**config.mk**
```make
export PLATFORM = sky130hd
export DESIGN_NAME = axi_wr_addr_master_flat
export DESIGN_NICKNAME = d
export VERILOG_FILES = /design/src/rtl/axi_wr_addr_master_if.sv /design/src/rtl/axi_wr_addr_master.sv /design/src/flat_wrapper.sv
export SDC_FILE = /design/constraint.sdc
export NUM_CORES = 1
export LEC_CHECK = 0
export BUFFER_PORTS_ARGS = -buffer_cell sky130_fd_sc_hd__buf_2
export CORE_ASPECT_RATIO = 1.2
export CORE_UTILIZATION = 45
export DETAILED_ROUTE_END_ITERATION = 7
export PLACE_DENSITY = 0.67
export SYNTH_ARGS = -nofsm -noshare
export SYNTH_HDL_FRONTEND = slang
export SYNTH_SLANG_ARGS = --single-unit
```
**constraint.sdc**
```tcl
create_clock -name clk -period 3.9 [get_ports clk]
set_clock_uncertainty 0.05 [all_clocks]
set_input_delay 0.585 -clock clk [delete_from_list [all_inputs] [get_ports clk]]
set_output_delay 0.585 -clock clk [all_outputs]
set_load 0.02 [all_outputs]
```
**src/rtl/axi_wr_addr_master_if.sv**
```systemverilog
// rtl/axi_wr_addr_master_if.sv - AXI write-address channel bundle plus write-response completion pulse
//
// Purpose : groups the AW channel and the B-completion strobe that the
//           write-address master drives or consumes.
// Signals :
//   awvalid / awready     - AW handshake
//   awid / awaddr / awlen - AW payload (ID, start address, burst length-1)
//   b_done                - one-cycle pulse per completed write response
// Modports:
//   master - drives AW, observes awready and b_done
//   slave  - observes AW, drives awready and b_done
interface axi_wr_addr_master_if #(
  parameter int ID_W   = 4,
  parameter int ADDR_W = 32,
  parameter int LEN_W  = 8
);
  logic              awvalid;
  logic              awready;
  logic [ID_W-1:0]   awid;
  logic [ADDR_W-1:0] awaddr;
  logic [LEN_W-1:0]  awlen;
  logic              b_done;

  modport master (
    output awvalid, awid, awaddr, awlen,
    input  awready, b_done
  );

  modport slave (
    input  awvalid, awid, awaddr, awlen,
    output awready, b_done
  );
endinterface

```
**src/rtl/axi_wr_addr_master.sv**
```systemverilog
// rtl/axi_wr_addr_master.sv - AXI write-address channel master with command FIFO and outstanding-burst credit
//
// Purpose : accepts write commands on a valid/ready port, queues them in a
//           FIFO and issues them on an AXI AW channel, limiting the number
//           of issued-but-uncompleted bursts to MAX_OUTST.
// Ports   :
//   clk, rst                 - clock, asynchronous active-low reset
//   cmd_valid / cmd_ready    - command request handshake
//   cmd_id/cmd_addr/cmd_len  - command payload
//   aw (master modport)      - AW channel plus b_done completion pulse
//   outst_cnt                - bursts currently outstanding
//   fifo_level               - commands queued (not counting the one on AW)
//   idle                     - nothing queued, nothing presented, nothing outstanding
//   err_underflow            - sticky: b_done seen with nothing outstanding
//   stat_txn_cnt             - AW handshake count (saturating)
//   stat_stall_cnt           - cycles with awvalid & !awready (saturating)
// Option  : define AXI_WR_ADDR_STATS_EN to build the statistics counters;
//           otherwise the stat ports are tied to zero.
module axi_wr_addr_master #(
  parameter int ID_W       = 4,
  parameter int ADDR_W     = 32,
  parameter int LEN_W      = 8,
  parameter int FIFO_DEPTH = 4,
  parameter int MAX_OUTST  = 8,
  parameter int CNT_W      = $clog2(MAX_OUTST + 1)
) (
  input  logic                          clk,
  input  logic                          rst,
  input  logic                          cmd_valid,
  output logic                          cmd_ready,
  input  logic [ID_W-1:0]               cmd_id,
  input  logic [ADDR_W-1:0]             cmd_addr,
  input  logic [LEN_W-1:0]              cmd_len,
  axi_wr_addr_master_if.master          aw,
  output logic [CNT_W-1:0]              outst_cnt,
  output logic [$clog2(FIFO_DEPTH):0]   fifo_level,
  output logic                          idle,
  output logic                          err_underflow,
  output logic [31:0]                   stat_txn_cnt,
  output logic [31:0]                   stat_stall_cnt
);

  localparam int PTR_W = $clog2(FIFO_DEPTH);
  localparam int ENT_W = ID_W + ADDR_W + LEN_W;

  typedef enum logic {
    S_IDLE  = 1'b0,
    S_VALID = 1'b1
  } state_t;

  // Command FIFO: pointers carry one extra wrap bit so full and empty are
  // distinguishable and the difference is directly the occupancy.
  logic [ENT_W-1:0] mem [FIFO_DEPTH];
  logic [PTR_W:0]   wr_ptr;
  logic [PTR_W:0]   rd_ptr;
  logic [PTR_W:0]   level;
  logic             full;
  logic             empty;
  logic             push;
  logic             pop;
  logic [ENT_W-1:0] head;

  // AW output stage
  state_t            state;
  logic              awvalid_r;
  logic [ID_W-1:0]   awid_r;
  logic [ADDR_W-1:0] awaddr_r;
  logic [LEN_W-1:0]  awlen_r;
  logic              hs;

  // Credit counter
  logic [CNT_W-1:0]  cnt_next;
  logic              underflow_now;
  logic              credit_ok_now;
  logic              credit_ok_next;

  assign level     = wr_ptr - rd_ptr;
  assign full      = (level == (PTR_W+1)'(FIFO_DEPTH));
  assign empty     = (level == '0);
  assign cmd_ready = !full;
  assign push      = cmd_valid && cmd_ready;
  assign head      = mem[rd_ptr[PTR_W-1:0]];

  assign hs = awvalid_r && aw.awready;

  // A handshake and a completion in the same cycle cancel out. A completion
  // with nothing outstanding is flagged and the counter is held at zero.
  always_comb begin
    cnt_next      = outst_cnt;
    underflow_now = 1'b0;
    if (hs && !aw.b_done) begin
      cnt_next = outst_cnt + CNT_W'(1);
    end else if (!hs && aw.b_done) begin
      if (outst_cnt == '0) begin
        underflow_now = 1'b1;
      end else begin
        cnt_next = outst_cnt - CNT_W'(1);
      end
    end
  end

  // From IDLE nothing is presented, so the current count decides. While
  // VALID the presented burst is about to be counted, so the next count
  // decides whether a follow-on burst may be loaded in the same cycle.
  assign credit_ok_now  = (outst_cnt < CNT_W'(MAX_OUTST));
  assign credit_ok_next = (cnt_next < CNT_W'(MAX_OUTST));

  always_comb begin
    pop = 1'b0;
    if (!empty) begin
      if (state == S_IDLE) begin
        pop = credit_ok_now;
      end else begin
        pop = hs && credit_ok_next;
      end
    end
  end

  always_ff @(posedge clk or negedge rst) begin
    if (!rst) begin
      wr_ptr <= '0;
      rd_ptr <= '0;
    end else begin
      if (push) begin
        wr_ptr <= wr_ptr + (PTR_W+1)'(1);
      end
      if (pop) begin
        rd_ptr <= rd_ptr + (PTR_W+1)'(1);
      end
    end
  end

  // Storage needs no reset: entries are only read once the pointers say
  // they were written after the last reset.
  always_ff @(posedge clk) begin
    if (push) begin
      mem[wr_ptr[PTR_W-1:0]] <= {cmd_id, cmd_addr, cmd_len};
    end
  end

  // AW stage. awvalid only falls on a handshake, and the payload only
  // changes when a new entry is loaded, so AW stays stable while stalled.
  always_ff @(posedge clk or negedge rst) begin
    if (!rst) begin
      state     <= S_IDLE;
      awvalid_r <= 1'b0;
      awid_r    <= '0;
      awaddr_r  <= '0;
      awlen_r   <= '0;
    end else begin
      case (state)
        S_IDLE: begin
          if (pop) begin
            {awid_r, awaddr_r, awlen_r} <= head;
            awvalid_r                   <= 1'b1;
            state                       <= S_VALID;
          end
        end
        S_VALID: begin
          if (hs) begin
            if (pop) begin
              {awid_r, awaddr_r, awlen_r} <= head;
            end else begin
              awvalid_r <= 1'b0;
              state     <= S_IDLE;
            end
          end
        end
        default: begin
          state     <= S_IDLE;
          awvalid_r <= 1'b0;
        end
      endcase
    end
  end

  always_ff @(posedge clk or negedge rst) begin
    if (!rst) begin
      outst_cnt     <= '0;
      err_underflow <= 1'b0;
    end else begin
      outst_cnt <= cnt_next;
      if (underflow_now) begin
        err_underflow <= 1'b1;
      end
    end
  end

  assign aw.awvalid = awvalid_r;
  assign aw.awid    = awid_r;
  assign aw.awaddr  = awaddr_r;
  assign aw.awlen   = awlen_r;

  assign fifo_level = level;
  assign idle       = empty && !awvalid_r && (outst_cnt == '0);

`ifdef AXI_WR_ADDR_STATS_EN
  logic [31:0] txn_q;
  logic [31:0] stall_q;

  always_ff @(posedge clk or negedge rst) begin
    if (!rst) begin
      txn_q   <= '0;
      stall_q <= '0;
    end else begin
      if (hs && (txn_q != 32'hFFFF_FFFF)) begin
        txn_q <= txn_q + 32'd1;
      end
      if (awvalid_r && !aw.awready && (stall_q != 32'hFFFF_FFFF)) begin
        stall_q <= stall_q + 32'd1;
      end
    end
  end

  assign stat_txn_cnt   = txn_q;
  assign stat_stall_cnt = stall_q;
`else
  assign stat_txn_cnt   = 32'd0;
  assign stat_stall_cnt = 32'd0;
`endif

endmodule

```
**src/flat_wrapper.sv**
```systemverilog
// flat-port wrapper written by rule: the top's interface ports become plain ports
module axi_wr_addr_master_flat 
#(
  parameter int ID_W       = 4,
  parameter int ADDR_W     = 32,
  parameter int LEN_W      = 8,
  parameter int FIFO_DEPTH = 4,
  parameter int MAX_OUTST  = 8,
  parameter int CNT_W      = $clog2(MAX_OUTST + 1)
)
  (clk, rst, cmd_valid, cmd_ready, cmd_id, cmd_addr, cmd_len, outst_cnt, fifo_level, idle, err_underflow, stat_txn_cnt, stat_stall_cnt, aw_awvalid, aw_awid, aw_awaddr, aw_awlen, aw_awready, aw_b_done);
  axi_wr_addr_master_if #(.ID_W(ID_W), .ADDR_W(ADDR_W), .LEN_W(LEN_W)) aw_i ();
  input  logic clk;
  input  logic rst;
  input  logic cmd_valid;
  output logic cmd_ready;
  input  logic [ID_W-1:0] cmd_id;
  input  logic [ADDR_W-1:0] cmd_addr;
  input  logic [LEN_W-1:0] cmd_len;
  output logic [CNT_W-1:0] outst_cnt;
  output logic [$clog2(FIFO_DEPTH):0] fifo_level;
  output logic idle;
  output logic err_underflow;
  output logic [31:0] stat_txn_cnt;
  output logic [31:0] stat_stall_cnt;
  output wire logic [$bits(aw_i.awvalid)-1:0] aw_awvalid;
  output wire logic [$bits(aw_i.awid)-1:0] aw_awid;
  output wire logic [$bits(aw_i.awaddr)-1:0] aw_awaddr;
  output wire logic [$bits(aw_i.awlen)-1:0] aw_awlen;
  input wire logic [$bits(aw_i.awready)-1:0] aw_awready;
  input wire logic [$bits(aw_i.b_done)-1:0] aw_b_done;
  assign aw_awvalid = aw_i.awvalid;
  assign aw_awid = aw_i.awid;
  assign aw_awaddr = aw_i.awaddr;
  assign aw_awlen = aw_i.awlen;
  assign aw_i.awready = aw_awready;
  assign aw_i.b_done = aw_b_done;
  axi_wr_addr_master #(.ID_W(ID_W), .ADDR_W(ADDR_W), .LEN_W(LEN_W), .FIFO_DEPTH(FIFO_DEPTH), .MAX_OUTST(MAX_OUTST), .CNT_W(CNT_W)) u_core (.clk(clk), .rst(rst), .cmd_valid(cmd_valid), .cmd_ready(cmd_ready), .cmd_id(cmd_id), .cmd_addr(cmd_addr), .cmd_len(cmd_len), .aw(aw_i), .outst_cnt(outst_cnt), .fifo_level(fifo_level), .idle(idle), .err_underflow(err_underflow), .stat_txn_cnt(stat_txn_cnt), .stat_stall_cnt(stat_stall_cnt));
endmodule
```
==> impl_results.rst, run 1 <==
.. list-table::
   :header-rows: 1

   * - Metric
     - Value
   * - Initial core utilization
     - 0.465
   * - Drt drc
     - 0
   * - RSZ-0062 raised after global routing
     - no
   * - Worst setup SP type
     - flop
   * - H-tree depth reported by CTS
     - 1
   * - Half-perimeter wire length after placement
     - between 9000 and 10000 um
   * - Xor-xnor portion of the synthesized cell area
     - 0.00789
   * - Hold-fix buffer count after cts
     - 0
   * - Power per cell area
     - 892 nW/um2
   * - Worst endpoint required time
     - 3.26 ns
   * - YS warnings
     - 0
   * - Simple-gate area share of the yosys netlist
     - 0.0170
   * - Number of standard cells after synthesis
     - 479
   * - Die X
     - around 130 um
   * - Proportion of netlist area held by the largest area contributor
     - 0.555
   * - Share of cells above drive strength 1
     - 0.405
   * - GRT Util Overall
     - 0.156
   * - DR vias/cell
     - about 5
   * - Routed wire per std cell
     - between 15 and 20 um
   * - Worst-case register-to-register setup slack
     - a little over 0.9 ns
   * - Number of antenna violations at the first check in global routing
     - 2
   * - Detail Route Antenna Nets
     - 0
   * - Dominant combinational cell family by area after synthesis
     - multiplexers
   * - # Post-CTS Setup Buffers
     - 0
   * - Number of endpoints with negative hold slack in the final report
     - 0
   * - Placement Cell Area
     - 10100 um2
   * - Relative slew slack
     - 0.370
   * - Area growth syn-to-layout
     - 13.8%
   * - Synthesized area
     - approximately 9500 um2
   * - Cts bufs inserted
     - 24
   * - CTS root buffer
     - sky130_fd_sc_hd__clkbuf_16
   * - Actual transition at the worst max-transition pin
     - 0.945 ns
   * - Highest attainable clock frequency
     - 324 MHz
   * - Slowest cell on the critical path
     - sky130_fd_sc_hd__dfrtp_1
   * - Depth of the worst register-to-register path
     - 8
   * - Share of flip-flops with an asynchronous set or reset
     - 0.245
   * - Result of the run
     - completed
   * - Maximum ir drop on the vdd rail
     - ~720 uV
   * - Setup crit end kind
     - output port
   * - First drt pass iteration count
     - 4
   * - Leakage Power
     - roughly 4.2 nW
   * - Count of state elements after synthesis
     - between 200 and 250
   * - Post-CTS sizing
     - 0
   * - Library cell with the largest summed area after synthesis
     - sky130_fd_sc_hd__edfxtp_1
   * - Via count
     - between 4000 and 5000
   * - MaxCap Viol Count
     - 0
   * - Final Power
     - around 9.7 mW
   * - Startpoint of the worst register-to-register path
     - u_core.wr_ptr[0]
   * - Maximum number of pins on one net before global-route repair
     - 58
   * - Final std cell area, no fill
     - about 11000 um2
   * - Area of the die
     - 21700 um2
   * - Critical R2R Capture
     - u_core.aw.awaddr[1]
   * - Final core utilization
     - 0.529
   * - Delay of the slowest cell on the worst path
     - ~0.38 ns
   * - Nets
     - between 600 and 700
   * - Setup violation total in the final timing report
     - 0
   * - Drt initial violations
     - 220
   * - Share of the clock period used by the worst path after layout
     - 0.792
   * - Post-synthesis mux area share
     - 0.171
   * - Adder-cell share of the synthesized area
     - 0.0166
   * - Total core area
     - about 20000 um2
   * - Count of different cell masters after synthesis
     - 44
   * - Post-synthesis average cell area
     - approximately 20 um2
   * - Y dimension of the die
     - around 160 um
   * - Row cnt
     - 57
   * - Min Hold Slack
     - between 0.1 and 0.15 ns
   * - Clock latency of the later-clocked register in the worst-skew pair
     - 0.50 ns
   * - Number of synthesized flops with an enable pin
     - roughly 180
   * - Gr ovfl total
     - 0
   * - Class of the most critical setup path
     - reg2out
   * - Maximum fanout along the worst path
     - 4
   * - Worst path most repeated cell
     - sky130_fd_sc_hd__inv_1
   * - Buffering stage count on the worst path with inverters included
     - 3
   * - Total detailed-routing wirelength
     - around 16000 um
   * - Clock-pin slew reported for the worst setup and hold paths after clock tree synthesis
     - 0.06 ns
   * - Number of global-route vias before repair
     - around 4700
   * - Sequential-to-total area share from yosys stat
     - 0.705
   * - Count of buffers from port buffering
     - 103
   * - CP delay by family, top
     - adder cells
   * - Max Transition Viols Final
     - 0
   * - Number of top-level pins
     - ~170
   * - Data arrival at the endpoint of the critical path
     - 2.45 ns
   * - Time the worst path needs with I/O delays and setup
     - between 3 and 4 ns
   * - Final RePlAce weighted congestion
     - between 0.7 and 0.8
   * - Fraction of the mapped netlist area in compound gates
     - 0.0130
   * - Global-route wire length before repair
     - between 20000 and 30000 um
   * - Clock buffer depth
     - 3
   * - TritonCTS clock tree
     - done
   * - Cells traversed along the worst timing path
     - inv_1 -> ha_1 -> fa_1 -> xnor3_1 -> inv_1 -> nor4_1 -> buf_2
   * - Worst Hold Class
     - in2async
   * - Number of sinks on the clock net
     - 233
   * - Total negative slack
     - 0 ns
   * - Synth area leaders
     - sky130_fd_sc_hd__edfxtp_1, sky130_fd_sc_hd__dfrtp_1, sky130_fd_sc_hd__mux4_2, sky130_fd_sc_hd__buf_4, sky130_fd_sc_hd__mux2_4
   * - Primary FF master, synth
     - sky130_fd_sc_hd__edfxtp_1
[how the worst max path moves through the flow]
| stage | startpoint | endpoint | slack (ns) | cells past startpoint |
|---|---|---|---|---|
| CTS | u_core.wr_ptr[0] | idle | 0.79 | 7 |
| finish | u_core.wr_ptr[0] | idle | 0.81 | 7 |
| floorplan | u_core.wr_ptr[0] | u_core.mem[3][0] | 0.84 | 6 |
| global route | u_core.wr_ptr[0] | idle | 0.64 | 7 |
| global placement | aw_awready | u_core.aw.awaddr[6] | 0.94 | 9 |
| detailed placement | aw_awready | u_core.aw.awaddr[1] | 0.84 | 9 |
[power breakdown]
group          internal (mW)  switching, mW  leakage [nW]  total, mW
registers               3.53          0.315          2.28       3.85
clock network           1.19          0.896         0.362       2.08
logic                   1.78           1.95          1.52       3.73
total                   6.50           3.16          4.16       9.66
[routing by layer]
| layer | vias to the layer above | GRT usage | routed length (um) |
|---|---|---|---|
| met4 | 2 | 0.0352 | 252 |
| met3 | 27 | 0.0414 | 1120 |
| met1 | 2263 | 0.199 | 6630 |
| li1 | 1951 | - | - |
| met5 | - | 0 | 8 |
| met2 | 168 | 0.266 | 8290 |
[cells by family after synthesis]
group / count (synthesis)
flip-flops: 233
buffers and inverters: 92
AND/OR/NAND/NOR: 27
XOR/XNOR: 7
adder cells (fa/ha/maj): 12
multiplexers: 91
other: 1
AO/OA/AOI/OAI: 16
[state kept, by name, indices dropped and copies added, names as in the netlist]
signal and count:
u_core.mem 176, u_core.state 1, u_core.aw.awvalid 1, u_core.wr_ptr 3, u_core.aw.awlen 8, u_core.aw.awaddr 32
u_core.rd_ptr 3, u_core.err_underflow 1, u_core.outst_cnt 4, u_core.aw.awid 4
[placed cells by master, fill, tap and decap left out, drive strengths merged, types with 2 or more instances in the layout]
cell type,instances
nor4b,2
clkbuf,29
nor2,4
nand2,7
o21ai,2
and2,4
edfxtp,176
a21oi,4
nand3,3
inv,11
clkinv,13
xnor2,2
buf,111
mux2,46
mux4,44
conb,64
xor2,4
dfrtp,57
ha,11
[Yosys cell counts (2+ instances only)]
| cell type | n |
|---|---|
| sky130_fd_sc_hd__nand3_1 | 3 |
| sky130_fd_sc_hd__xnor2_1 | 2 |
| sky130_fd_sc_hd__dfrtp_1 | 57 |
| sky130_fd_sc_hd__and2_1 | 4 |
| sky130_fd_sc_hd__nor2_1 | 4 |
| sky130_fd_sc_hd__edfxtp_1 | 176 |
| sky130_fd_sc_hd__mux2_2 | 16 |
| sky130_fd_sc_hd__buf_4 | 66 |
| sky130_fd_sc_hd__mux4_2 | 44 |
| sky130_fd_sc_hd__buf_12 | 3 |
| sky130_fd_sc_hd__mux2_4 | 30 |
| sky130_fd_sc_hd__buf_1 | 3 |
| sky130_fd_sc_hd__a21oi_1 | 4 |
| sky130_fd_sc_hd__nand2_1 | 7 |
| sky130_fd_sc_hd__o21ai_0 | 2 |
| sky130_fd_sc_hd__inv_1 | 10 |
| sky130_fd_sc_hd__clkbuf_1 | 8 |
| sky130_fd_sc_hd__xor2_1 | 4 |
| sky130_fd_sc_hd__ha_1 | 11 |
[area by class of cell]
| cell class | count | area [um2] |
|---|---|---|
| diodes | 1 | 2.50 |
| clock buffers | 29 | 651 |
| clock inverters | 15 | 76.3 |
| fillers | 1597 | 9640 |
| inverters | 10 | 37.5 |
| multi-input cells | 217 | 2400 |
| flip-flops and latches | 233 | 6720 |
| well taps | 265 | 332 |
| repair buffers | 111 | 616 |
[worst reg2reg max path: stages (launching register included)]
cell	delay [ns]
sky130_fd_sc_hd__dfrtp_1	0.38
sky130_fd_sc_hd__inv_1	0.11
sky130_fd_sc_hd__ha_1	0.21
sky130_fd_sc_hd__fa_1	0.37
sky130_fd_sc_hd__xnor3_1	0.24
sky130_fd_sc_hd__a32oi_2	0.30
sky130_fd_sc_hd__a21boi_4	0.22
sky130_fd_sc_hd__buf_4	0.54
sky130_fd_sc_hd__mux2_2	0.44
[stage by stage]
step / setup slack [ns] / instances
floorplan: 0.844 / 542
global placement: 0.939 / 836
detailed placement: 0.844 / 836
CTS: 0.789 / 880
global route: 0.642 / 880
finish: 0.812 / 881
No activity file was read; power rests on OpenSTA's default activity.
==> run 2, diff against run 1 <==
==> constraint.sdc (replaced) <==
create_clock -name clk -period 3.15 [get_ports clk]
set_clock_uncertainty 0.05 [all_clocks]
set_input_delay 0.4725 -clock clk [delete_from_list [all_inputs] [get_ports clk]]
set_output_delay 0.4725 -clock clk [all_outputs]
set_load 0.02 [all_outputs]
==> impl_results.rst, run 2 (synthesis gave the netlist of run 1 again) <==
.. list-table::
   :header-rows: 1

   * - Metric
     - Value
   * - Leakage Power
     - between 4 and 5 nW
   * - Total negative slack
     - 0 ns
   * - Depth of the worst register-to-register path
     - 8
   * - TritonCTS clock tree
     - done
   * - Final Power
     - 12.2 mW
   * - GRT Util Overall
     - 0.156
   * - Cells traversed along the worst timing path
     - inv_1 -> ha_1 -> fa_1 -> xnor3_1 -> inv_1 -> nor4_1 -> buf_2
   * - Most common cell after layout, fill and taps aside
     - sky130_fd_sc_hd__edfxtp_1
   * - H-tree depth reported by CTS
     - 1
   * - Worst setup timing slack at the placement stage
     - 0.407 ns
   * - Dpl cells
     - about 840
   * - Worst setup SP type
     - flop
   * - Peak-usage layer in the global routing report
     - met2
   * - Global-route wire length before repair
     - about 26000 um
   * - Initial core utilization
     - 0.465
   * - Hold-fix buffer count after cts
     - 0
   * - Clock-pin slew reported for the worst setup and hold paths after clock tree synthesis
     - ~0.06 ns
   * - Number of antenna violations at the first check in global routing
     - 1
   * - Number of sinks on the clock net
     - 233
   * - Routed wire per std cell
     - 18.7 um
   * - # Post-CTS Setup Buffers
     - 0
   * - Final RePlAce weighted congestion
     - approximately 0.77
   * - Max Transition Viols Final
     - 0
   * - Area taken by flip-flops and latches
     - between 6000 and 7000 um2
   * - Setup crit end kind
     - output port
   * - Max reg flops
     - ~180
   * - Multi-input logic area
     - 2400 um2
   * - Final standard cell count with taps included and fillers excluded
     - around 880
   * - Result of the run
     - completed
   * - CP delay by family, top
     - adder cells
   * - Maximum number of pins on one net before global-route repair
     - 58
   * - Share of the clock period used by the worst path after layout
     - 0.942
   * - Slowest cell on the critical path
     - sky130_fd_sc_hd__fa_1
   * - Gr ovfl total
     - 0
   * - Clock buffer depth
     - 3
   * - Detail Route Antenna Nets
     - 0
   * - Share of cells above drive strength 1
     - 0.402
   * - MaxCap Viol Count
     - 0
   * - Highest attainable clock frequency
     - 337 MHz
   * - Number of top-level pins
     - 168
   * - Relative slew slack
     - 0.363
   * - Cts bufs inserted
     - 23
   * - Worst path most repeated cell
     - sky130_fd_sc_hd__inv_1
   * - Startpoint of the worst register-to-register path
     - u_core.wr_ptr[0]
   * - RSZ-0062 raised after global routing
     - no
   * - Actual transition at the worst max-transition pin
     - 0.955 ns
   * - N_diodes
     - 0
   * - Maximum ir drop on the vdd rail
     - approximately 770 uV
   * - Maximum fanout along the worst path
     - 4
   * - Setup violation total in the final timing report
     - 0
   * - Post-layout worst setup margin
     - between 0.15 and 0.2 ns
   * - Worst-case register-to-register setup slack
     - ~0.44 ns
   * - Time the worst path needs with I/O delays and setup
     - about 3.0 ns
   * - Number of global-route vias before repair
     - 4622
   * - Delay of the slowest cell on the worst path
     - around 0.38 ns
   * - Number of fill cells in the layout
     - around 1600
   * - Class of the most critical setup path
     - reg2out
   * - Area of the die
     - between 20000 and 25000 um2
   * - Number of endpoints with negative hold slack in the final report
     - 0
   * - CTS root buffer
     - sky130_fd_sc_hd__clkbuf_16
   * - Total detailed-routing wirelength
     - between 15000 and 20000 um
   * - Die X
     - 135 um
   * - DR vias/cell
     - approximately 5.0
   * - Post-CTS sizing
     - 0
   * - Half-perimeter wire length after placement
     - around 9000 um
   * - Clock latency of the later-clocked register in the worst-skew pair
     - approximately 0.5 ns
   * - Row cnt
     - 57
   * - First drt pass iteration count
     - 4
   * - Top library cells by usage in the layout, fill and taps aside
     - sky130_fd_sc_hd__edfxtp_1, sky130_fd_sc_hd__buf_2, sky130_fd_sc_hd__conb_1, sky130_fd_sc_hd__dfrtp_1, sky130_fd_sc_hd__mux4_2
   * - Worst endpoint required time
     - about 2.6 ns
   * - Critical R2R Capture
     - u_core.aw.awaddr[0]
   * - Power per cell area
     - approximately 1100 nW/um2
   * - Drt initial violations
     - 211
   * - Data arrival at the endpoint of the critical path
     - approximately 2.4 ns
   * - Via count
     - 4395
   * - Total core area
     - 20500 um2
   * - Met2 capacity usage during global routing
     - 0.267
   * - Global Route met1 Usage
     - 0.201
   * - Count of buffers from port buffering
     - between 100 and 150
   * - Y dimension of the die
     - between 150 and 200 um
   * - Nets
     - between 600 and 700
   * - Drt drc
     - 0
   * - Worst Hold Class
     - in2async
   * - Global-route met3 utilization
     - 0.0364
   * - Buffering stage count on the worst path with inverters included
     - 3
   * - Area growth syn-to-layout
     - 14.4%
[run 2: cell types whose count changed in the layout (fill, tap and decap cells not counted), sizes merged]
cell	before	now
bufinv	0	3
clkbuf	29	34
clkinv	13	3
diode	1	0
inv	11	10
[run 2: metrics by stage]
| step | util | instance area [um2] | hold WS, ns |
|---|---|---|---|
| global route | 0.532 | 10900 | 0.0929 |
| floorplan | - | 9750 | 0.127 |
| detailed placement | 0.495 | 10100 | 0.410 |
| global placement | 0.495 | 10100 | 0.411 |
| CTS | 0.532 | 10900 | 0.0660 |
| finish | 0.532 | 10900 | 0.0294 |
[run 2: where the power goes]
| group | switching (mW) | leakage, nW | internal, mW |
|---|---|---|---|
| registers | 0.397 | 2.28 | 4.37 |
| clock network | 1.08 | 0.366 | 1.66 |
| logic | 2.44 | 1.53 | 2.25 |
| total | 3.91 | 4.18 | 8.28 |
[run 2: routing by layer]
metal	wire, um	vias to the layer above
li1	-	1947
met1	6930	2275
met2	8270	149
met3	934	22
met4	240	2
met5	13	-
[run 2: final cells by class]
cell class	instances	area share
sequential	233	0.617
inverter	10	0.00345
tap	265	0.0305
timing repair buffer	111	0.0588
clock buffer	34	0.0594
clock inverter	7	0.0102
multi-input combinational	217	0.221
[run 2: worst max-delay path by stage]
stage | startpoint | to | slack [ns] | cells after the start
after global routing | u_core.wr_ptr[0] | idle | 0.04 | 7
after global placement | u_core.rd_ptr[0] | u_core.aw.awaddr[4] | 0.50 | 7
after detailed placement | aw_awready | u_core.aw.awaddr[0] | 0.41 | 9
final | u_core.wr_ptr[0] | idle | 0.18 | 7
after floorplan | u_core.wr_ptr[0] | u_core.mem[3][0] | 0.09 | 6
after CTS | u_core.wr_ptr[0] | idle | 0.17 | 7
==> run 3, diff against run 2 <==
==> constraint.sdc (replaced) <==
create_clock -name clk -period 3.6 [get_ports clk]
set_clock_uncertainty 0.05 [all_clocks]
set_input_delay 0.54 -clock clk [delete_from_list [all_inputs] [get_ports clk]]
set_output_delay 0.54 -clock clk [all_outputs]
set_load 0.02 [all_outputs]
==> impl_results.rst, run 3 (synthesis gave the netlist of run 1 again) <==
.. list-table::
   :header-rows: 1

   * - Metric
     - Value
   * - Result of the run
     - completed
   * - Data arrival at the endpoint of the critical path
     - between 2 and 2.5 ns
   * - Crit. path cell count
     - 7
   * - Area of the die
     - about 22000 um2
   * - Max reg flops
     - between 150 and 200
   * - Share of the clock period used by the worst path after layout
     - 0.833
   * - Via count
     - approximately 4400
   * - Half-perimeter wire length after placement
     - around 9500 um
   * - First drt pass iteration count
     - 4
   * - Die X
     - around 130 um
   * - Final RePlAce weighted congestion
     - about 0.76
   * - Depth of the worst register-to-register path
     - 7
   * - Setup crit end kind
     - output port
   * - Max Transition Viols Final
     - 0
   * - Hold-fix buffer count after cts
     - 0
   * - Number of global-route vias before repair
     - 4689
   * - Global-route wire length before repair
     - 26300 um
   * - Drt drc
     - 0
   * - Maximum number of pins on one net before global-route repair
     - slightly below 60
   * - Worst setup SP type
     - flop
   * - Cells traversed along the worst timing path
     - inv_1 -> ha_1 -> fa_1 -> xnor3_1 -> inv_1 -> nor4_1 -> buf_2
   * - Routed wire per std cell
     - roughly 19 um
   * - Worst path most repeated cell
     - sky130_fd_sc_hd__inv_1
   * - MaxCap Viol Count
     - 0
   * - Number of antenna violations at the first check in global routing
     - 1
   * - Total negative slack
     - 0 ns
   * - GRT Util Overall
     - 0.160
   * - Post-CTS sizing
     - 0
   * - Clock buffer depth
     - 3
   * - Number of top-level pins
     - 168
   * - Count of buffers from port buffering
     - around 100
   * - Time the worst path needs with I/O delays and setup
     - 3.00 ns
   * - Nets
     - between 600 and 700
   * - Y dimension of the die
     - roughly 160 um
   * - TritonCTS clock tree
     - done
   * - Worst endpoint required time
     - around 3 ns
   * - Area growth syn-to-layout
     - 13.7%
   * - Buffering stage count on the worst path with inverters included
     - 3
   * - Number of sinks on the clock net
     - between 200 and 250
   * - Highest attainable clock frequency
     - 333 MHz
   * - Drt initial violations
     - 211
   * - Leakage Power
     - slightly above 4 nW
   * - H-tree depth reported by CTS
     - 1
   * - Total core area
     - between 20000 and 25000 um2
   * - Clock-pin slew reported for the worst setup and hold paths after clock tree synthesis
     - 0.06 ns
   * - RSZ-0062 raised after global routing
     - no
   * - Post-layout worst setup margin
     - 0.600 ns
   * - CTS root buffer
     - sky130_fd_sc_hd__clkbuf_16
   * - Cts bufs inserted
     - 23
   * - Actual transition at the worst max-transition pin
     - 0.947 ns
   * - Share of cells above drive strength 1
     - 0.400
   * - Number of endpoints with negative hold slack in the final report
     - 0
   * - Most common cell after layout, fill and taps aside
     - sky130_fd_sc_hd__edfxtp_1
   * - Top library cells by usage in the layout, fill and taps aside
     - sky130_fd_sc_hd__edfxtp_1, sky130_fd_sc_hd__buf_2, sky130_fd_sc_hd__conb_1, sky130_fd_sc_hd__dfrtp_1, sky130_fd_sc_hd__mux4_2
   * - CP delay by family, top
     - adder cells
   * - Slowest cell on the critical path
     - sky130_fd_sc_hd__dfrtp_1
   * - Worst Hold Class
     - in2async
   * - Relative slew slack
     - 0.368
   * - Setup violation total in the final timing report
     - 0
   * - Maximum fanout along the worst path
     - 4
   * - Worst setup timing slack at the placement stage
     - between 0.7 and 0.8 ns
   * - DR vias/cell
     - approximately 5.1
   * - Clock latency of the later-clocked register in the worst-skew pair
     - approximately 0.50 ns
   * - Power per cell area
     - between 900 and 1000 nW/um2
   * - # Post-CTS Setup Buffers
     - 0
   * - Maximum ir drop on the vdd rail
     - roughly 570 uV
   * - Row cnt
     - 57
   * - Total detailed-routing wirelength
     - 16500 um
   * - Initial core utilization
     - 0.465
   * - Delay of the slowest cell on the worst path
     - between 0.3 and 0.4 ns
   * - Detail Route Antenna Nets
     - 0
   * - Class of the most critical setup path
     - reg2out
   * - Gr ovfl total
     - 0
==> run 3: changes by cell type in the layout (fill, tap and decap cells not counted), sizes merged <==
cell	delta
clkbuf	-2
diode	+1
bufinv	-2
clkinv	+4
==> run 3: per-layer routing <==
layer	vias to the layer above	track usage	share of wire
li1	1949	-	-
met1	2303	0.201	0.41
met2	170	0.273	0.50
met3	25	0.0424	0.073
met4	0	0.0424	0.017
met5	-	0	0
==> run 3: cell type report <==
| type | instances | area, um2 |
|---|---|---|
| inverter | 10 | 37.5 |
| antenna | 1 | 2.50 |
| timing repair buffer | 111 | 641 |
| sequential | 233 | 6720 |
| clock buffer | 32 | 619 |
| tap | 265 | 332 |
| clock inverter | 9 | 70.1 |
| multi-input combinational | 217 | 2400 |
| fill | 1608 | 9650 |
==> run 3: stage by stage <==
| stage | hold slack [ns] | power (mW) | utilization | cell area (um2) | std cells |
|---|---|---|---|---|---|
| 2_1_floorplan | 0.194 | 7.39 | - | 9750 | 542 |
| 5_1_grt | 0.170 | 11.1 | 0.529 | 10800 | 877 |
| 3_3_place_gp | 0.412 | 8.30 | 0.495 | 10100 | 836 |
| 4_1_cts | 0.129 | 10.6 | 0.529 | 10800 | 877 |
| 6_report | 0.0962 | 10.5 | 0.529 | 10800 | 878 |
| 3_5_place_dp | 0.425 | 8.40 | 0.495 | 10100 | 836 |
==> run 3: power by group <==
part | total (mW) | leakage [nW] | internal (mW) | switching [mW]
logic | 4.10 | 1.53 | 1.97 | 2.13
clock network | 2.21 | 0.337 | 1.27 | 0.942
registers | 4.17 | 2.28 | 3.82 | 0.347
total | 10.5 | 4.15 | 7.06 | 3.42
==> run 3: final timing paths <==
kind,from,endpoint,slack [ns]
max in group asynchronous,rst,u_core.rd_ptr[0],2.75
max reg2reg,u_core.wr_ptr[0],u_core.mem[3][38],0.83
max,u_core.wr_ptr[0],idle,0.60
min reg2reg,u_core.rd_ptr[2],u_core.rd_ptr[2],0.43
min in group clk,cmd_addr[8],u_core.mem[2][16],0.20
min,rst,u_core.aw.awaddr[13],0.1
==> run 3: worst register-to-register path: stages, from the launching register on <==
cell and delay, ns:
sky130_fd_sc_hd__dfrtp_1 0.38, sky130_fd_sc_hd__inv_1 0.11, sky130_fd_sc_hd__ha_1 0.21, sky130_fd_sc_hd__fa_1 0.37
sky130_fd_sc_hd__xnor3_1 0.28, sky130_fd_sc_hd__o21a_1 0.28, sky130_fd_sc_hd__and2_2 0.48, sky130_fd_sc_hd__buf_12 0.29
